==> src/rtl/regfile_pkg.sv <==
// Shared types, default geometry and helpers for the parametrised register file.
package regfile_pkg;

    typedef enum logic {
        RF_IDLE  = 1'b0,
        RF_CLEAR = 1'b1
    } rf_state_e;

    localparam int RF_DATA_W    = 32;
    localparam int RF_NREGS     = 16;
    localparam int RF_PC_IDX    = 15;
    localparam int RF_PC_OFFSET = 8;

    function automatic int rf_aw(input int n);
        return $clog2(n);
    endfunction

endpackage

==> src/rtl/regfile_rdport.sv <==
// One combinational read port: PC alias, range check, write bypass, storage mux.
module regfile_rdport
    import regfile_pkg::*;
#(
    parameter int DATA_W    = RF_DATA_W,
    parameter int NREGS     = RF_NREGS,
    parameter int PC_IDX    = RF_PC_IDX,
    parameter int PC_OFFSET = RF_PC_OFFSET,
    parameter int AW        = rf_aw(RF_NREGS)
) (
    input  logic [AW-1:0]     ra,
    input  logic [DATA_W-1:0] pc_in,
    input  logic              byp_en,
    input  logic [AW-1:0]     wa,
    input  logic [DATA_W-1:0] wd,
    input  logic [DATA_W-1:0] regs [NREGS],
    output logic [DATA_W-1:0] rd
);

    logic [31:0] ra_ext;

    assign ra_ext = 32'(ra);

    // PC alias outranks everything, so a PC_IDX beyond NREGS still reads the PC.
    always_comb begin
        rd = '0;
        if (ra_ext == 32'(PC_IDX)) begin
            rd = pc_in + DATA_W'(PC_OFFSET);
        end else if (ra_ext >= 32'(NREGS)) begin
            rd = '0;
        end else if (byp_en && (wa == ra)) begin
            rd = wd;
        end else begin
            rd = regs[ra];
        end
    end

endmodule

==> src/rtl/regfile_param.sv <==
// Parametrised register file with PC alias, write bypass, pending-write
// scoreboard and a sequenced soft-clear engine.
module regfile_param
    import regfile_pkg::*;
#(
    parameter int  DATA_W    = RF_DATA_W,
    parameter int  NREGS     = RF_NREGS,
    parameter int  NRD       = 2,
    parameter int  PC_IDX    = RF_PC_IDX,
    parameter int  PC_OFFSET = RF_PC_OFFSET,
    localparam int AW        = rf_aw(NREGS)
) (
    input  logic                  clk,
    input  logic                  rst,
    input  logic                  we,
    input  logic [AW-1:0]         wa,
    input  logic [DATA_W-1:0]     wd,
    input  logic [NRD*AW-1:0]     ra,
    output logic [NRD*DATA_W-1:0] rd,
    input  logic [DATA_W-1:0]     pc_in,
    input  logic                  iss_v,
    input  logic [AW-1:0]         iss_idx,
    output logic [NREGS-1:0]      busy,
    input  logic                  clr_req,
    output logic                  clr_busy,
    output logic                  pc_wr_err
);

    rf_state_e         state_q, state_d;
    logic [AW-1:0]     cidx_q, cidx_d;
    logic [NREGS-1:0]  busy_q, busy_d;
    logic [DATA_W-1:0] regs_q [NREGS];
    logic              pc_wr_err_q;

    logic in_idle, wa_is_pc, wa_in_rng, wr_ok, iss_ok, byp_en;

    assign in_idle   = (state_q == RF_IDLE);
    assign wa_is_pc  = (32'(wa) == 32'(PC_IDX));
    assign wa_in_rng = (32'(wa) < 32'(NREGS));
    assign wr_ok     = we && in_idle && wa_in_rng && !wa_is_pc;
    assign iss_ok    = iss_v && in_idle && (32'(iss_idx) < 32'(NREGS))
                       && (32'(iss_idx) != 32'(PC_IDX));
    assign byp_en    = we && in_idle && !wa_is_pc;

    always_ff @(posedge clk or negedge rst) begin
        if (!rst) begin
            state_q <= RF_IDLE;
            cidx_q  <= '0;
        end else begin
            state_q <= state_d;
            cidx_q  <= cidx_d;
        end
    end

    always_comb begin
        state_d = state_q;
        cidx_d  = cidx_q;
        case (state_q)
            RF_IDLE: begin
                if (clr_req) begin
                    state_d = RF_CLEAR;
                    cidx_d  = '0;
                end
            end
            RF_CLEAR: begin
                if (32'(cidx_q) == 32'(NREGS - 1)) begin
                    state_d = RF_IDLE;
                    cidx_d  = '0;
                end else begin
                    cidx_d = cidx_q + 1'b1;
                end
            end
            default: state_d = RF_IDLE;
        endcase
    end

    always_comb begin
        clr_busy = (state_q == RF_CLEAR);
    end

    // Issue is applied after the write clear so a same-edge set wins.
    always_comb begin
        busy_d = busy_q;
        for (int i = 0; i < NREGS; i++) begin
            if (!in_idle) begin
                if (cidx_q == AW'(i)) busy_d[i] = 1'b0;
            end else begin
                if (wr_ok && (wa == AW'(i)))       busy_d[i] = 1'b0;
                if (iss_ok && (iss_idx == AW'(i))) busy_d[i] = 1'b1;
            end
        end
    end

    always_ff @(posedge clk or negedge rst) begin
        if (!rst) begin
            for (int i = 0; i < NREGS; i++) regs_q[i] <= '0;
            busy_q      <= '0;
            pc_wr_err_q <= 1'b0;
        end else begin
            busy_q      <= busy_d;
            pc_wr_err_q <= we && in_idle && wa_is_pc;
            for (int i = 0; i < NREGS; i++) begin
                if (i != PC_IDX) begin
                    if (!in_idle && (cidx_q == AW'(i))) begin
                        regs_q[i] <= '0;
                    end else if (wr_ok && (wa == AW'(i))) begin
                        regs_q[i] <= wd;
                    end
                end
            end
        end
    end

    assign busy      = busy_q;
    assign pc_wr_err = pc_wr_err_q;

    for (genvar p = 0; p < NRD; p++) begin : g_rd
        regfile_rdport #(
            .DATA_W    (DATA_W),
            .NREGS     (NREGS),
            .PC_IDX    (PC_IDX),
            .PC_OFFSET (PC_OFFSET),
            .AW        (AW)
        ) u_rdport (
            .ra     (ra[p*AW +: AW]),
            .pc_in  (pc_in),
            .byp_en (byp_en),
            .wa     (wa),
            .wd     (wd),
            .regs   (regs_q),
            .rd     (rd[p*DATA_W +: DATA_W])
        );
    end

endmodule
==> config.mk <==
export PLATFORM = sky130hd
export DESIGN_NAME = regfile_param
export DESIGN_NICKNAME = d
export VERILOG_FILES = /design/src/rtl/regfile_pkg.sv /design/src/rtl/regfile_rdport.sv /design/src/rtl/regfile_param.sv
export SDC_FILE = /design/constraint.sdc
export NUM_CORES = 1
export LEC_CHECK = 0
export CAP_MARGIN = 25
export CORE_MARGIN = 2
export CORE_UTILIZATION = 45
export CTS_CLUSTER_SIZE = 24
export DETAILED_ROUTE_END_ITERATION = 7
export GPL_TIMING_DRIVEN = 0
export HOLD_SLACK_MARGIN = 0.12
export PLACE_DENSITY = 0.61
export SLEW_MARGIN = 20
export SYNTH_ARGS = -nofsm -noshare
export SYNTH_HDL_FRONTEND = slang
export SYNTH_SLANG_ARGS = --single-unit
==> constraint.sdc <==
create_clock -name clk -period 3.9 [get_ports clk]
set_input_delay 0.585 -clock clk [delete_from_list [all_inputs] [get_ports clk]]
set_output_delay 0.585 -clock clk [all_outputs]
set_load 0.01 [all_outputs]
==> flow_metrics.env <==
export IMPL_power_total_mw=17.98
export IMPL_dp_hpwl_um=98770
export IMPL_worst_pin_slew_ps=1263
export IMPL_pwr_share_comb_pct=28.2
export IMPL_clk_pin_slew_ps=60
export IMPL_synth_mux_area_fraction_pct=17.58
export IMPL_wirelength_um=145400
export IMPL_max_cap_violations=0
export IMPL_synth_seq_area_share_pct=44.60
export IMPL_dr_total_vias=27364
export IMPL_areaGrowthSynthToFinish_pct=19.92
export IMPL_top_level_ports=167
export IMPL_power_density_nw_per_um2=532.5
export IMPL_postLayoutCellArea_um2=33770
export IMPL_grt_pass1_vias=26605
export IMPL_port_buffers=129
export IMPL_fin_crit_ps=3938
export IMPL_relSlewSlack_pct=15.80
export IMPL_synth_async_reset_ratio_pct=100.0
export IMPL_worstPathCellList="dlygate4sd2_1, buf_4, xor2_1, nor2_1, and4_1, buf_6, buf_6, a211oi_1, o21ai_2, clkdlybuf4s50_1"
export IMPL_layout_drive_gt1_share_pct=18.69
export IMPL_synth_fp_nets=2671
export IMPL_status="complete, but fails checks"
export IMPL_grt_pass1_wl_um=199800
export IMPL_p_clk_share_pct=32.5
export IMPL_use_met2_pct=62.09
export IMPL_crit_path_end_kind="primary output"
export IMPL_syn_inst=2581
export IMPL_max_stage_delay_ps=610
export IMPL_cts_buffers=59
export IMPL_synth_edf_count=0
export IMPL_clk_latency_ps=680
export IMPL_drt_initial_drc_count=4832
export IMPL_clock_fmax_mhz=254.0
export IMPL_min_delay_path_class="input pin to register"
export IMPL_finalHoldViolations=0
export IMPL_clock_sinks=502
export IMPL_synth_seq_cells=502
export IMPL_p_int_mw=11.68
export IMPL_synthAdderAreaFrac_pct=0.2221
export IMPL_min_period_over_period_pct=101.0
export IMPL_vias_per_cell=7.404
export IMPL_setup_viol=2
export IMPL_antenna_left=0
export IMPL_cp_slowest_cell="clkdlybuf4s50_1"
export IMPL_swShare_pct=35.03
export IMPL_p_leak_nw=15.01
export IMPL_synth_simple_area_share_pct=11.76
export IMPL_holdWs_ps=376.6
export IMPL_start_kind="input pin"
export IMPL_cp_required_ps=3310
export IMPL_root_buffer="clkbuf_16"
export IMPL_cp_arrival_ps=3350
export IMPL_seqPwrFrac_pct=39.2
export IMPL_reg2regPathDepth=7
export IMPL_antenna_found_initial=8
export IMPL_min_path_cells=2
export IMPL_wl_per_cell_um=39.35
export IMPL_grt_max_degree=99
export IMPL_synth_avg_cell_area_um2=10.91
export IMPL_htreeDepth=2
export IMPL_critPathMaxFanout=10
export IMPL_cts_buffer_depth=3
export IMPL_synth_top_family_by_area="compound AO/OA/AOI/OAI gates"
export IMPL_synth_compound_area_share_pct=19.74
export IMPL_worst_ir_drop_vdd_mv=0.4234
export IMPL_place_area_um2=30840
export IMPL_grt_util_met3_pct=21.28
export IMPL_skew_ps=22.75
export IMPL_synth_cell_types=66
export IMPL_grt_usage_pct=44.73
export IMPL_die_y_um=254.2
export IMPL_p_sw_mw=6.299
export IMPL_dieArea_um2=64600
export IMPL_synth_area_um2=28160
export IMPL_overflow=0
export IMPL_initial_core_util_pct=45.55
export IMPL_ys_flop_type="dfrtp_1"
export IMPL_use_met1_pct=53.71
export IMPL_worstSetupPathType="input pin to primary output"
export IMPL_yosysWarnings=32
export IMPL_setup_slack_ps=-37.74
export IMPL_tns_ps=-64.30
export IMPL_n_fill_cell=5332
export IMPL_slew_violations=0
export IMPL_crit_top_cell="buf_6"
export IMPL_row_count=91
export IMPL_drtPass1Iterations=7
export IMPL_violations="negative setup slack"
export IMPL_drc_errors=0
export IMPL_synth_xor_area_share_pct=1.120
export IMPL_fp_coreArea_um2=61830
export IMPL_cts_tree="yes"
export IMPL_gp_congestion=1.041
export IMPL_die_w_um=254.2
export IMPL_busiest_layer="met2"
export IMPL_layout_nets=2897
-- repair_timing --
action / in CTS / in global routing
hold buffers: 1 / 0
buffers inserted: 18 / 1
endpoints found under the setup margin: 64 / 39
gates resized for setup: 204 / 31
pin swaps: 16 / 5
endpoints found under the hold margin: 52 / 0
cloned: 1 / 0
-- per-stage QoR --
step	std cells	util, %	setup WS, ps
final	3696	54.63	-37.74
after global placement	3547	49.34	-20450
after CTS	3686	54.40	8.573
after global routing	3691	54.61	-4.679
after detailed placement	3562	49.88	-1345
after floorplan	2581	-	1185
-- cells in the final DEF (no fill, tap or decap), types with 61 or more instances in the layout --
cell             Yosys  final
clkdlybuf4s50_1      0    103
nand3_1            162    162
clkbuf_16            0     61
dfrtp_1            502    502
mux4_2             158    158
mux2i_1            120    119
clkbuf_1           166    136
a22o_1             300    300
nand2_1            427    424
-- synthesized netlist by cell type, types with 5 or more instances --
| library cell | number | area, µm² |
|---|---|---|
| nor2b_1 | 15 | 93.84 |
| o221ai_1 | 11 | 96.34 |
| o211ai_1 | 10 | 75.07 |
| buf_1 | 36 | 135.1 |
| a2111oi_0 | 5 | 43.79 |
| o221a_1 | 6 | 67.56 |
| a32o_1 | 7 | 70.07 |
| a211o_1 | 6 | 52.55 |
| mux2i_1 | 120 | 1201 |
| a21oi_1 | 38 | 190.2 |
| o31ai_1 | 5 | 37.54 |
| a221oi_1 | 63 | 551.8 |
| buf_4 | 11 | 82.58 |
| o21ai_0 | 51 | 255.2 |
| mux2_2 | 16 | 180.2 |
| a221o_1 | 14 | 140.1 |
| nand2b_1 | 17 | 106.4 |
| o22ai_1 | 16 | 100.1 |
| ha_1 | 5 | 62.56 |
| mux4_2 | 158 | 3558 |
| a22o_1 | 300 | 2628 |
| nand4_1 | 16 | 100.1 |
| and3_1 | 9 | 56.30 |
| o2bb2ai_1 | 22 | 192.7 |
| xor2_1 | 19 | 166.4 |
| inv_1 | 9 | 33.78 |
| o221a_2 | 17 | 191.4 |
| buf_2 | 60 | 300.3 |
| a211oi_1 | 7 | 52.55 |
| nand2_1 | 427 | 1603 |
| clkbuf_1 | 166 | 623.1 |
| nand3_1 | 162 | 810.8 |
| a31oi_1 | 12 | 75.07 |
| buf_6 | 19 | 214.0 |
| nor3_1 | 7 | 35.03 |
| xnor2_1 | 17 | 148.9 |
| and4_1 | 5 | 43.79 |
| a22oi_1 | 57 | 427.9 |
| nor2_1 | 57 | 214.0 |
| dfrtp_1 | 502 | 12560 |
| o21ai_1 | 40 | 200.2 |
-- routing by layer --
layer | up-vias | share of wire, % | wire, µm
li1 | 10282 | - | -
met1 | 13614 | 34 | 49600
met2 | 2660 | 41 | 59060
met3 | 798 | 16 | 22840
met4 | 10 | 9.4 | 13670
met5 | - | 0.17 | 246
-- worst max-delay path: cells and delay by family --
kind                      cells  cell delay (ps)
and+or+nand+nor               2              390
xor gates and xnor gates      1               80
buffers and inverters         5             1860
AOI/OAI and AO/OA             2              410
-- logic make-up after synthesis --
group | after synthesis
buf+inv | 304
xor+xnor | 36
fa+ha+maj | 5
mux | 295
simple gates | 741
compound gates | 698
flops | 502
-- state kept, by name (all words and copies together), names as in the netlist --
signal,count
cidx_q,4
busy,16
regs_q,480
pc_wr_err,1
clr_busy,1
-- final timing paths --
| kind | slack (ps) | to | startpoint |
|---|---|---|---|
| setup / recovery | -40 | rd[0] | wa[2] |
| hold / removal | 380 | regs_q[452] | wd[4] |
| setup reg to reg | 540 | regs_q[78] | clr_busy |
| hold reg to reg | 510 | busy[13] | busy[13] |
| max in group asynchronous | 1850 | regs_q[217] | rst |
| min in group asynchronous | 400 | regs_q[392] | rst |
-- power by group through the flow --
| stage | registers [mW] | logic (mW) | clock network [mW] |
|---|---|---|---|
| 5_1_grt | 7.13 | 5.20 | 6.01 |
| 3_3_place_gp | 7.02 | 4.60 | 0 |
| 2_1_floorplan | 6.82 | 2.77 | 0 |
| 6_report | 7.05 | 5.08 | 5.85 |
| 4_1_cts | 6.99 | 4.86 | 5.81 |
| 3_5_place_dp | 7.07 | 4.74 | 0 |
-- area by class of cell --
type | count | area, µm² | area share (%)
inverters | 11 | 45.04 | 0.1334
plain buffers | 291 | 1694 | 5.016
well taps | 837 | 1047 | 3.101
diodes | 7 | 17.52 | 0.05186
repair buffers | 167 | 1802 | 5.335
flip-flops and latches | 502 | 12560 | 37.19
clock inverters | 22 | 281.5 | 0.8335
multi-input cells | 1775 | 14620 | 43.30
clock buffers | 84 | 1702 | 5.038
Power figures use the tool's default switching activity.
